**src/rtl/riscv_pkg.sv**
```systemverilog
// Shared RISC-V definitions used by the fetch stage:
// fetch FSM state type, base opcodes and the canonical NOP encoding.
package riscv_pkg;

  // Fetch controller states
  typedef enum logic [2:0] {
    IFS_IDLE = 3'd0,
    IFS_REQ  = 3'd1,
    IFS_WAIT = 3'd2,
    IFS_HOLD = 3'd3,
    IFS_DROP = 3'd4
  } ifetch_state_t;

  // OP-IMM major opcode (ADDI and friends)
  localparam logic [6:0] OPC_OP_IMM = 7'b001_0011;

  // addi x0, x0, 0
  localparam logic [31:0] NOP_INSTR_DEFAULT = {12'd0, 5'd0, 3'b000, 5'd0, OPC_OP_IMM};

endpackage : riscv_pkg

```
**src/rtl/instr_fetch.sv**
```systemverilog
// Instruction fetch stage: issues one memory read per instruction, holds the
// returned word for the decoder and counts instructions the decoder accepts.
// Optional build macro IFETCH_MISALIGN_CHECK_EN: a misaligned PC skips the
// memory access and presents NOP_INSTR with instr_fault set instead.
module instr_fetch
  import riscv_pkg::*;
#(
  parameter int          ADDR_SIZE = 32,
  parameter logic [31:0] NOP_INSTR = NOP_INSTR_DEFAULT
) (
  input  logic                 clk,
  input  logic                 rst_n,
  input  logic [ADDR_SIZE-1:0] pc,
  output logic                 pc_enable,
  input  logic                 flush,
  output logic                 imem_req_valid,
  input  logic                 imem_req_ready,
  output logic [ADDR_SIZE-1:0] imem_req_addr,
  input  logic                 imem_rsp_valid,
  input  logic [31:0]          imem_rsp_data,
  output logic                 instr_valid,
  input  logic                 instr_ready,
  output logic [31:0]          instr,
  output logic [ADDR_SIZE-1:0] instr_pc,
  output logic                 instr_fault,
  output logic [31:0]          fetch_count
);

  ifetch_state_t        state_q, state_d;
  logic [31:0]          instr_q, instr_d;
  logic [ADDR_SIZE-1:0] instr_pc_q, instr_pc_d;
  logic                 instr_fault_q, instr_fault_d;
  logic [31:0]          fetch_count_q, fetch_count_d;

  logic misaligned;
  logic req_accept;   // memory takes the request this cycle
  logic fault_take;   // misaligned PC replaced by a NOP this cycle
  logic rsp_take;     // response captured into the holding register
  logic dec_accept;   // decoder takes the held instruction

`ifdef IFETCH_MISALIGN_CHECK_EN
  assign misaligned = (pc[1:0] != 2'b00);
`else
  assign misaligned = 1'b0;
`endif

  assign req_accept = (state_q == IFS_REQ)  && !flush && !misaligned && imem_req_ready;
  assign fault_take = (state_q == IFS_REQ)  && !flush && misaligned;
  assign rsp_take   = (state_q == IFS_WAIT) && !flush && imem_rsp_valid;
  assign dec_accept = (state_q == IFS_HOLD) && !flush && instr_ready;

  // Next-state logic: a flush always redirects back to REQ, except while a
  // response is still owed, where DROP swallows it first.
  always_comb begin
    // NOTE: every always_comb output gets a default first so no path can infer a latch.
    state_d = state_q;
    unique case (state_q)
      IFS_IDLE: state_d = IFS_REQ;
      IFS_REQ: begin
        if (fault_take)      state_d = IFS_HOLD;
        else if (req_accept) state_d = IFS_WAIT;
      end
      IFS_WAIT: begin
        if (imem_rsp_valid)  state_d = flush ? IFS_REQ : IFS_HOLD;
        else if (flush)      state_d = IFS_DROP;
      end
      IFS_HOLD: begin
        if (flush || instr_ready) state_d = IFS_REQ;
      end
      IFS_DROP: begin
        if (imem_rsp_valid)  state_d = IFS_REQ;
      end
      default: state_d = IFS_IDLE;
    endcase
  end

  // Holding register and counter updates
  always_comb begin
    instr_d       = instr_q;
    instr_pc_d    = instr_pc_q;
    instr_fault_d = instr_fault_q;
    fetch_count_d = fetch_count_q;
    if (req_accept || fault_take) instr_pc_d = pc;
    if (fault_take) begin
      instr_d       = NOP_INSTR;
      instr_fault_d = 1'b1;
    end else if (rsp_take) begin
      instr_d       = imem_rsp_data;
      instr_fault_d = 1'b0;
    end
    if (dec_accept) fetch_count_d = fetch_count_q + 32'd1;
  end

  // Moore/Mealy outputs of the fetch FSM
  always_comb begin
    imem_req_valid = (state_q == IFS_REQ) && !flush && !misaligned;
    imem_req_addr  = (state_q == IFS_REQ) ? pc : '0;
    instr_valid    = (state_q == IFS_HOLD);
    pc_enable      = dec_accept;
  end

  // State and datapath registers
  always_ff @(posedge clk or negedge rst_n) begin
    // NOTE: all registers here are plain flops (no storage arrays), so every one is reset.
    if (!rst_n) begin
      state_q       <= IFS_IDLE;
      instr_q       <= '0;
      instr_pc_q    <= '0;
      instr_fault_q <= 1'b0;
      fetch_count_q <= '0;
    end else begin
      // NOTE: sequential state uses non-blocking assignments so all flops sample together.
      state_q       <= state_d;
      instr_q       <= instr_d;
      instr_pc_q    <= instr_pc_d;
      instr_fault_q <= instr_fault_d;
      fetch_count_q <= fetch_count_d;
    end
  end

  assign instr       = instr_q;
  assign instr_pc    = instr_pc_q;
  assign instr_fault = instr_fault_q;
  assign fetch_count = fetch_count_q;

endmodule : instr_fetch

```
**config.mk**
```make
export PLATFORM = sky130hd
export DESIGN_NAME = instr_fetch
export DESIGN_NICKNAME = d
export VERILOG_FILES = /design/src/rtl/riscv_pkg.sv /design/src/rtl/instr_fetch.sv
export SDC_FILE = /design/constraint.sdc
export NUM_CORES = 1
export LEC_CHECK = 0
export ABC_AREA = 1
export BUFFER_PORTS_ARGS = -buffer_cell sky130_fd_sc_hd__buf_2
export CAP_MARGIN = 20
export CORE_MARGIN = 2
export CORE_UTILIZATION = 45
export DETAILED_ROUTE_END_ITERATION = 10
export GPL_TIMING_DRIVEN = 0
export PLACE_DENSITY = 0.75
export REMOVE_ABC_BUFFERS = 1
export SYNTH_ARGS = -nofsm -noshare
export SYNTH_HDL_FRONTEND = slang
export SYNTH_SLANG_ARGS = --single-unit
```
**constraint.sdc**
```tcl
create_clock -name clk -period 1.75 [get_ports clk]
set_input_delay 0.0875 -clock clk [delete_from_list [all_inputs] [get_ports clk]]
set_output_delay 0.0875 -clock clk [all_outputs]
set_load 0.01 [all_outputs]
```
After elaboration in Yosys (flattened, before gate mapping)
Cells that the tools add are included.
Storage, ports and cells
  register bits after elaboration: 99
  bits of input ports: 70
  output and inout bits: 132
  word-level logic and storage cells: 31
Cells by class
  $add $sub $neg: 1
  equal/unequal tests: 8
  multiplexer cells: 8
  reduce and logical (&&, ||, !) cells: 10
Operators by type and width (count)
  32-bit by 1-bit adder with 32-bit output, second input constant: 1
  32-bit 2-to-1 mux: 1
  3-bit 2-to-1 mux: 5
  3-bit one-hot mux with 5 select lines: 1
  3-bit by 2-bit equality test with 1-bit output, second input constant: 2
  1-bit logical AND: 6
  2-bit != test, second input constant: 2
  4-bit AND reduction: 1
  3-bit by 1-bit equality test with 1-bit output, second input constant: 1
  3-bit equality test, second input constant: 1
  3-bit logical NOT: 1
  3-bit != test, second input constant: 1
  2-bit 2-to-1 mux: 1
  2-bit by 1-bit != test with 1-bit output, second input constant: 1
  1-bit logical NOT: 1
  1-bit logical OR: 1

Longest topological paths before layout
  depth after elaboration: 5
  mapped depth: 9
  depth with buffers taken out: 9

Worst setup path before layout
Ideal clock, no wire load.
  kind: register to register
  start point: register fetch_count_q[1], in the netlist fetch_count[1]
  end point: register fetch_count_q[24], in the netlist fetch_count[24]
  library setup time: 0.117 ns
  arrival: 1.343 ns
  data required time: 1.633 ns
  setup slack: 0.290 ns
  stages on the path, launching flop included: 9
  buffers on the path: 0
  clock period less this slack: 1.460 ns
  path through: dfrtp_1 ha_1 inv_1 nor2_2 nand3_1 nor3_4 nand2_1 nand2_1 nand2_1
Between the ends
  longest elaborated chain between the ends: 1
RTL lines
  start: declaration: line instr_fetch.sv:33  | logic [31:0] fetch_count_q, fetch_count_d;
  start signal: assignment: line instr_fetch.sv:117  | fetch_count_q <= fetch_count_d;
  32-bit by 1-bit adder with 32-bit output: line instr_fetch.sv:91  | if (dec_accept) fetch_count_d = fetch_count_q + 32'd1;
Every way passes these cells.
A chain may end at the register's enable or synchronous reset.

Worst setup path in the final report
  start point: register state_q[1]
  end point: output port imem_req_addr[3]
Between the ends
  longest elaborated chain between the ends: 2
RTL lines
  start: declaration: line instr_fetch.sv:29  | ifetch_state_t state_q, state_d;
  start signal: assignment: line instr_fetch.sv:113  | state_q <= state_d;
  3-bit by 1-bit equality test with 1-bit output: line instr_fetch.sv:97  | imem_req_addr = (state_q == IFS_REQ) ? pc : '0;
  32-bit 2-to-1 mux: line instr_fetch.sv:97
  end: declaration: line instr_fetch.sv:18  | output logic [ADDR_SIZE-1:0] imem_req_addr,
Every way passes these cells.

==> run_results.csv <==
group,metric,value,unit
critical_path,crit_slowest_cell,"dfrtp_2",
worst_hold_path,hold_path_startpoint,"pc[14]",
timing,relSlewSlack,0.665,
global_route,use_met1,0.263,
finish,multi_input_area,0.00176,mm^2
synthesis,async_flop_share,1.00,
global_route,grt_antenna_before_repair,1,
die,initial_core_util,0.460,
global_route,grt_use_met3,0.0448,
timing,finalCritPeriodShare,0.941,
critical_path,r2r_cells,8,
clock_network,cts_root_buf,"clkbuf_8",
synthesis,ys_types,32,
die,die_area,0.0113,mm^2
global_route,first_global_vias,4671,
detailed_routing,wl_per_cell,13.6,um
critical_path,cp_data_required_time,1660,ps
finish,final_cell_mix,"buf_2 (199), nand2_1 (137), inv_1 (100), dfrtp_1 (97)",
die,die_h,106,um
clock_network,clkLatencyLatePin,370,ps
synthesis,avgSynthCellArea,8.30,um^2
synthesis,ys.warnings.count,0,
detailed_routing,first_pass_iters,4,
synthesis,synth_top_area_frac,0.525,
finish,final_common_cell,"buf_2",
clock_network,clockBufferDepth,2,
clock_network,cts_buffers,9,
place,place_ws,-522,ps
die,ios,202,
clock_network,cts_num_sinks,99,
power,p_leak,0.00385,uW
place,gp_congestion,0.852,
global_route,grtUsageTotal,0.237,
finish,fin_nets,904,
global_route,grt_pass1_wl,21.4,mm
detailed_routing,drtIter0Drc,186,
critical_path,worstReg2RegEnd,"fetch_count[28]",
finish,fillers,819,
detailed_routing,wirelength,13.2,mm
clock_network,htreeDepth,3,
timing,hold_slack,22.3,ps
finish,regArea,0.00248,mm^2
worst_hold_path,hold_class,"input pin to flop",
detailed_routing,drc,0,
die,fp.dieW,106,um
synthesis,netlist_area,0.00472,mm^2
detailed_routing,postRouteAntennaNets,0,
critical_path,critPathMaxStageDelay,460,ps
critical_path,critPathKind,"flop to output pin",
timing,finalSetupViolations,0,
critical_path,cp_max_fo,17,
critical_path,r2r_setup_slack,130,ps
finish,post-route-util,0.662,
global_route,grt_start_max_net_pins,62,
critical_path,worstPathCellList,"nor3_4, buf_6, inv_8, nor2_1, buf_2",
die,core_area,0.0103,mm^2
critical_path,crit_arrival,1560,ps
synthesis,synth_top_area_cell,"dfrtp_1",
critical_path,path_buf_inv,3,
worst_hold_path,hold_end,"instr_pc[14]",
place,port_buffers,200,
timing,fmax,607,MHz
die,rows,37,
timing,min_period,1650,ps
timing,layout_setup_ws,103,ps
timing,finalHoldViolations,0,
power,power,8630,uW
timing,tightest_slew,502,ps
synthesis,syn_inst,569,
detailed_routing,vias_per_cell,4.76,
place,dp_hpwl,8.63,mm
critical_path,r2r_start,"fetch_count[1]",
global_route,grt.met2_usage,0.428,
timing,rsz0062_at_grt,"false",
finish,drive_gt1_frac,0.317,
global_route,top_usage_layer,"met2",
timing,maxSlewViolCount,0,
global_route,overflow,0,
status,status,"complete, no violations",
synthesis,synth_edf_count,0,
finish,syn2layout_area_growth,43.9,%
critical_path,crit_path_start_kind,"flop",
power,vdd_drop_max,0.833,mV
synthesis,synth.area.top_cells,"dfrtp_1 (52%), nand2_1 (11%), inv_1 (8.0%)",
place,placed_cells,888,
worst_hold_path,whs_path_depth,3,
synthesis,ys.flop_type,"dfrtp_1",
finish,instances_no_fill,975,
clock_network,clkSlewWorstSetupHoldPaths,110,ps
detailed_routing,num_vias,4643,
critical_path,critical-path-top-delay-family,"flip-flops",
run,drv_cap,0,
clock_network,cts_tree,"built",
synthesis,ys_seq_elements,99,
power,power_density,1270,mW/mm^2
timing,fin_skew,16.6,ps
critical_path,cp-end-kind,"output pin",
synthesis,seq_area_frac_synth,0.525,
per-layer routing:
layer / wire, um / share of wire / vias to the layer above
li1: - / - / 2272
met1: 5030 / 0.38 / 2142
met2: 6800 / 0.51 / 179
met3: 810 / 0.061 / 50
met4: 592 / 0.045 / 0
met5: 0 / 0 / -
registers in the layout (all words and copies together) (netlist names):
name         flops
state_q          3
instr_pc        32
instr           32
fetch_count     32
final cells by class:
cell class / instances / share of cell area
multi-input cells: 347 / 0.259
clock inverters: 7 / 0.0155
well taps: 136 / 0.0250
repair inverters: 1 / 0.00166
inverters: 103 / 0.0585
clock buffers: 9 / 0.0182
repair buffers: 272 / 0.257
flip-flops and latches: 99 / 0.365
diodes: 1 / 0.000368
timing repair:
item | in CTS | in global routing
endpoints found under the hold margin | 95 | 0
gates resized for setup | 9 | 7
endpoints found under the setup margin | 59 | 75
buffers inserted | 8 | 3
gates cloned | 1 | 0
pin swaps | 1 | 3
hold buffers | 58 | 0
per-stage QoR:
| stage | TNS [ps] | area, um^2 |
|---|---|---|
| after CTS | -424 | 6730 |
| after global routing | 0 | 6800 |
| after detailed placement | -15380 | 5830 |
| after global placement | -98250 | 5750 |
| after floorplan | -19900 | 4580 |
| final | 0 | 6800 |
cells in the mapped netlist (2+ instances only):
cell / n
xnor2_1: 7
o21ai_0: 46
dfrtp_1: 99
nor3_4: 2
nor2_4: 4
nand3_2: 2
nand3_1: 28
buf_2: 7
nor3_2: 3
nor2_2: 2
nand4_1: 10
xor2_1: 11
nand2_1: 137
nor2_1: 61
a21oi_1: 3
inv_1: 101
clkbuf_1: 5
o21ai_2: 9
o21ai_1: 10
nor3_1: 4
buf_6: 7
how the worst max path moves through the flow:
stage	start	to	slack [ps]	cells after the start
floorplan	state_q[2]	instr[0]	-410	3
global placement	state_q[2]	instr[27]	-930	3
detailed placement	state_q[2]	imem_req_addr[11]	-520	4
CTS	state_q[1]	instr_pc[5]	-40	6
global route	fetch_count[1]	fetch_count[28]	10	8
finish	state_q[1]	imem_req_addr[3]	100	5
kinds of logic (layout without fill, tap and decap cells):
kind of cell,Yosys count,count (layout),share of synthesized area
and+or+nand+nor,259,259,0.248
other,1,2,0.000794
adders and majority gates,1,1,0.00265
xor gates and xnor gates,18,18,0.0334
DFF,99,99,0.525
buffers and inverters,123,392,0.112
AOI/OAI and AO/OA,68,68,0.0792
worst reg2reg max path, stage by stage (launching register included):
cell and delay, ps:
dfrtp_1 410, ha_1 160, inv_1 50, nor2_2 220, nand3_2 170, nor3_4 310
nand2_1 90, nand2_1 70, nand2_1 50
power breakdown:
part           switching, uW  total, uW  internal, uW
logic                   2050       3490          1450
clock network            851       1680           828
registers                445       3460          3020
Power figures use the tool's default switching activity.
